[config.mk]
export PLATFORM = sky130hd
export DESIGN_NAME = wolfram_ca_stepper
export DESIGN_NICKNAME = d
export VERILOG_FILES = /design/src/rtl/wolfram_ca_stepper.sv
export SDC_FILE = /design/constraint.sdc
export NUM_CORES = 1
export LEC_CHECK = 0
export CAP_MARGIN = 20
export CORE_AREA = 2 2 89 69
export CTS_CLUSTER_DIAMETER = 40
export DETAILED_ROUTE_END_ITERATION = 6
export DIE_AREA = 0 0 91 71
export GPL_TIMING_DRIVEN = 0
export PLACE_DENSITY_LB_ADDON = 0.1
export SETUP_SLACK_MARGIN = 0.1
export SLEW_MARGIN = 0
export SYNTH_ARGS = -nofsm -noshare
export SYNTH_HDL_FRONTEND = slang
export SYNTH_SLANG_ARGS = --single-unit
[constraint.sdc]
create_clock -name clk -period 3.6 [get_ports clk]
set_input_delay 0.36 -clock clk [delete_from_list [all_inputs] [get_ports clk]]
set_output_delay 0.36 -clock clk [all_outputs]
set_load 0.03 [all_outputs]
[src/rtl/wolfram_ca_stepper.sv]
// Elementary (Wolfram-rule) cellular automaton: CELLS cells share one run-time
// 8-bit rule and advance a requested number of generations per start/done run.
module wolfram_ca_stepper #(
    parameter int CELLS    = 16,
    parameter int BOUNDARY = 0,
    parameter int STEPS_W  = 8
) (
    input  logic               clk,
    input  logic               rst_n,
    input  logic               start,
    input  logic [7:0]         rule_in,
    input  logic [CELLS-1:0]   seed_in,
    input  logic [STEPS_W-1:0] steps_in,
    input  logic               hold,
    input  logic               abort,
    output logic               busy,
    output logic               done,
    output logic [CELLS-1:0]   state_out,
    output logic [STEPS_W-1:0] step_count
);

    typedef enum logic [1:0] {
        IDLE = 2'd0,
        RUN  = 2'd1,
        DONE = 2'd2
    } fsm_t;

    fsm_t               state;
    fsm_t               state_next;
    logic [7:0]         rule;
    logic [7:0]         rule_next;
    logic [STEPS_W-1:0] steps;
    logic [STEPS_W-1:0] steps_next;
    logic [CELLS-1:0]   gen_next;
    logic [CELLS-1:0]   gen_stepped;
    logic [STEPS_W-1:0] count_next;
    logic [STEPS_W-1:0] count_inc;

    // The generation is padded with one neighbour on each side so every cell
    // reads a uniform 3-bit window {left, self, right} from the padded vector.
    function automatic logic [CELLS-1:0] next_generation(
        input logic [CELLS-1:0] cur,
        input logic [7:0]       r
    );
        logic [CELLS+1:0] ext;
        logic [CELLS-1:0] nxt;
        logic [2:0]       idx;
        if (BOUNDARY == 0) begin
            ext = {cur[0], cur, cur[CELLS-1]};
        end else begin
            ext = {1'b0, cur, 1'b0};
        end
        nxt = '0;
        for (int i = 0; i < CELLS; i++) begin
            idx    = ext[i +: 3];
            nxt[i] = r[idx];
        end
        return nxt;
    endfunction

    assign gen_stepped = next_generation(state_out, rule);

    always_comb begin
        state_next = state;
        rule_next  = rule;
        steps_next = steps;
        gen_next   = state_out;
        count_next = step_count;
        count_inc  = step_count + 1'b1;
        case (state)
            IDLE: begin
                if (start) begin
                    rule_next  = rule_in;
                    steps_next = steps_in;
                    gen_next   = seed_in;
                    count_next = '0;
                    state_next = (steps_in == '0) ? DONE : RUN;
                end
            end
            RUN: begin
                // abort outranks hold, which outranks stepping
                if (abort) begin
                    state_next = IDLE;
                end else if (!hold) begin
                    gen_next   = gen_stepped;
                    count_next = count_inc;
                    if (count_inc == steps) begin
                        state_next = DONE;
                    end
                end
            end
            DONE: begin
                state_next = IDLE;
            end
            default: begin
                state_next = IDLE;
            end
        endcase
    end

    // busy/done are registered from the next state so they line up with it.
    always_ff @(posedge clk or negedge rst_n) begin
        if (!rst_n) begin
            state      <= IDLE;
            rule       <= '0;
            steps      <= '0;
            state_out  <= '0;
            step_count <= '0;
            busy       <= 1'b0;
            done       <= 1'b0;
        end else begin
            state      <= state_next;
            rule       <= rule_next;
            steps      <= steps_next;
            state_out  <= gen_next;
            step_count <= count_next;
            busy       <= (state_next == RUN);
            done       <= (state_next == DONE);
        end
    end

endmodule

==> metrics.cfg <==
[run_status]
status = finished, final reports clean

[yosys]
async_flop_share_pct = 100.0
synth_sequential_area_ratio_pct = 36.01
dominantRegCellSynth = dfrtp_1
syn_area_per_cell_sq_um = 10.81
syn-cell-area_sq_mm = 0.003058
synth.distinct_cells = 38
yosys_warnings = 0
postSynthCellCount = 283
synth_largest_type_area_fraction_pct = 36.01
synth-edff-count = 0
synth_top_area_cell = dfrtp_1
synth_top_cells_by_area = dfrtp_1, mux4_2, mux2_2
number_of_nets_produced_by_synthesis = 321
yosys_register_bits = 44

[drt]
detail_route.iter0.violations = 218
totalWireLength_um = 7526
via_count = 2556
drt_pass1_iterations = 4
ant_nets = 0
drt-wirelength-per-cell_um = 17.46
viasPerCell = 5.930
drc = 0

[placed_design]
placedCellCount = 424
place.detailed.hpwl_um = 5599
gp_congestion = 0.8477
port-buffer-count = 62

[clock_network]
tritoncts = done
cts_inserted_buffers = 5
cts.reportedPaths.clkPinSlew_ns = 0.08
cts.htree.levels = 2
clock_insertion_delay_worst_skew_ns = 0.30
clockRootBuffer = clkbuf_8
cts-resized-gates = 0
post-cts-setup-buffer-count = 0
clock_sinks = 44
cts.path.max_buffers = 2
hold_buffers = 0

[sta]
final_max_slew_viol_count = 0
fmaxAchievable_mhz = 448.1
hold_ws_ns = 0.03389
final-setup-viol-count = 0
period_minus_slack_ns = 2.232
final_min_period_over_clock_period_pct = 61.99
hold_viol_final = 0
unrepaired_setup_endpoints_after_global_routing = no
worst_slew_margin_rel_pct = 58.65
worst_clock_skew_ns = 0.007907
worst-slew-pin-transition_ns = 0.6203
setup-tns-final_ns = 0

[setup_path]
path_delay_family = compound AO/OA/AOI/OAI gates
cp_data_required_time_ns = 3.79
cp_slowest_stage_delay_ns = 0.42
timing.setup.critical_path_class = reg -> reg
critical_path_arrival_ns = 2.42
critPathCaptureType = flop
worst-path-max-fanout = 8
crit_path_top_delay_cell = a311o_1
setup.worst_path.start_class = flop
timing.critical_path.buf_inv = 1
worst-r2r-setup-slack_ns = 1.37
crit_chain = clkbuf_1, nand2_1, nor2_1, mux2_1, a311o_1, a22o_1

[layout]
nFillCells = 480
final_cells = 431
drive_above_1_share_pct = 16.43
syn2layout_area_growth_pct = 26.76
num_antenna_cells = 0
mostFrequentLayoutCells = clkdlybuf4s50_1, dfrtp_1, clkbuf_1, mux4_2, nand2_1
final_util_pct = 68.66
final_common_cell = clkdlybuf4s50_1
finalNetCount = 391

[global_routing]
grt_pass1_vias = 2439
grt_usage_pct = 24.92
number_of_antenna_violations_at_the_first_check_in_global_routing = 0
grt_pass1_wl_um = 12600
global_route.overflow_total = 0
grt_max_degree = 24

[floorplan]
std_cell_rows = 24
design.portCount = 63
dieWidth_um = 91
floorplan.die.height_um = 71
fp.coreArea_sq_mm = 0.005645
initial_core_util_pct = 54.17
die-area_sq_mm = 0.006461

[power]
power.density_cell_area_mw_per_mm2 = 720.6
vdd_ir_drop_max_mv = 0.4544
leakagePower_nw = 1.453

[job]
max_cap_viol_count = 0

[worst_hold_path]
worst_min_delay_path_class = in -> async

==> power breakdown <==
group | total (mW) | internal (mW) | switching (mW)
Sequential | 0.768 | 0.636 | 0.132
Clock | 0.300 | 0.132 | 0.168
Combinational | 1.73 | 0.879 | 0.846
==> per-layer routing <==
| metal | vias to the layer above | GRT usage, % | part of all wire [%] |
|---|---|---|---|
| met5 | - | 0 | 0 |
| met4 | 0 | 6.566 | 1.1 |
| met3 | 8 | 4.047 | 8.8 |
| met2 | 108 | 36.54 | 45 |
| met1 | 1250 | 39.01 | 45 |
| li1 | 1190 | - | - |
==> worst paths after layout <==
path,start,to,cells past startpoint
worst max-delay path,step_count[3]$_DFFE_PN0P_,busy$_DFF_PN0_,6
worst min-delay path,rst_n,state_out[10]$_DFFE_PN0P_,1
worst max register to register,step_count[3]$_DFFE_PN0P_,busy$_DFF_PN0_,6
worst min register to register,steps[4]$_DFFE_PN0P_,steps[4]$_DFFE_PN0P_,1
max in group asynchronous,rst_n,state_out[7]$_DFFE_PN0P_,2
min in group clk,steps[4]$_DFFE_PN0P_,steps[4]$_DFFE_PN0P_,1
==> cells in the mapped netlist, types with 9 or more instances <==
master	instances
nor2_1	22
o21ai_1	9
o21ai_0	17
a21oi_1	17
mux2_2	16
nand2_1	25
clkbuf_1	36
mux2i_1	16
mux4_2	32
dfrtp_1	44
==> final cells by class <==
type                            instances  area [sq um]  area share, %
Timing Repair Buffer                   63         643.1          16.59
Buffer                                 38         143.9          3.712
Clock buffer                            6         72.57          1.872
Tap cell                               78         97.59          2.518
Multi-Input combinational cell        201          1813          46.77
Sequential cell                        44          1101          28.41
Clock inverter                          1         5.005         0.1291
==> stage by stage <==
| stage | setup slack [ns] | power (mW) | cell area (sq um) |
|---|---|---|---|
| floorplan | 1.474 | 2.031 | 3058 |
| global placement | 0.9062 | 2.461 | 3776 |
| detailed placement | 1.273 | 2.502 | 3799 |
| CTS | 1.403 | 2.805 | 3876 |
| global route | 1.239 | 2.987 | 3876 |
| finish | 1.368 | 2.793 | 3876 |
==> kinds of logic after synthesis <==
kind of cell               after synthesis  synth area share (%)
muxes                                   65                 35.07
adders and majority gates                1                0.4091
AOI/OAI and AO/OA                       61                 11.78
and+or+nand+nor                         67                 10.03
buffers and inverters                   38                 4.705
DFF                                     44                 36.01
xor gates and xnor gates                 7                 2.005
==> registers in the layout, summed over array words and instances (netlist names) <==
name,count
busy,1
state_out,16
state,2
step_count,8
steps,8
done,1
rule,8
Power figures use the tool's default switching activity.
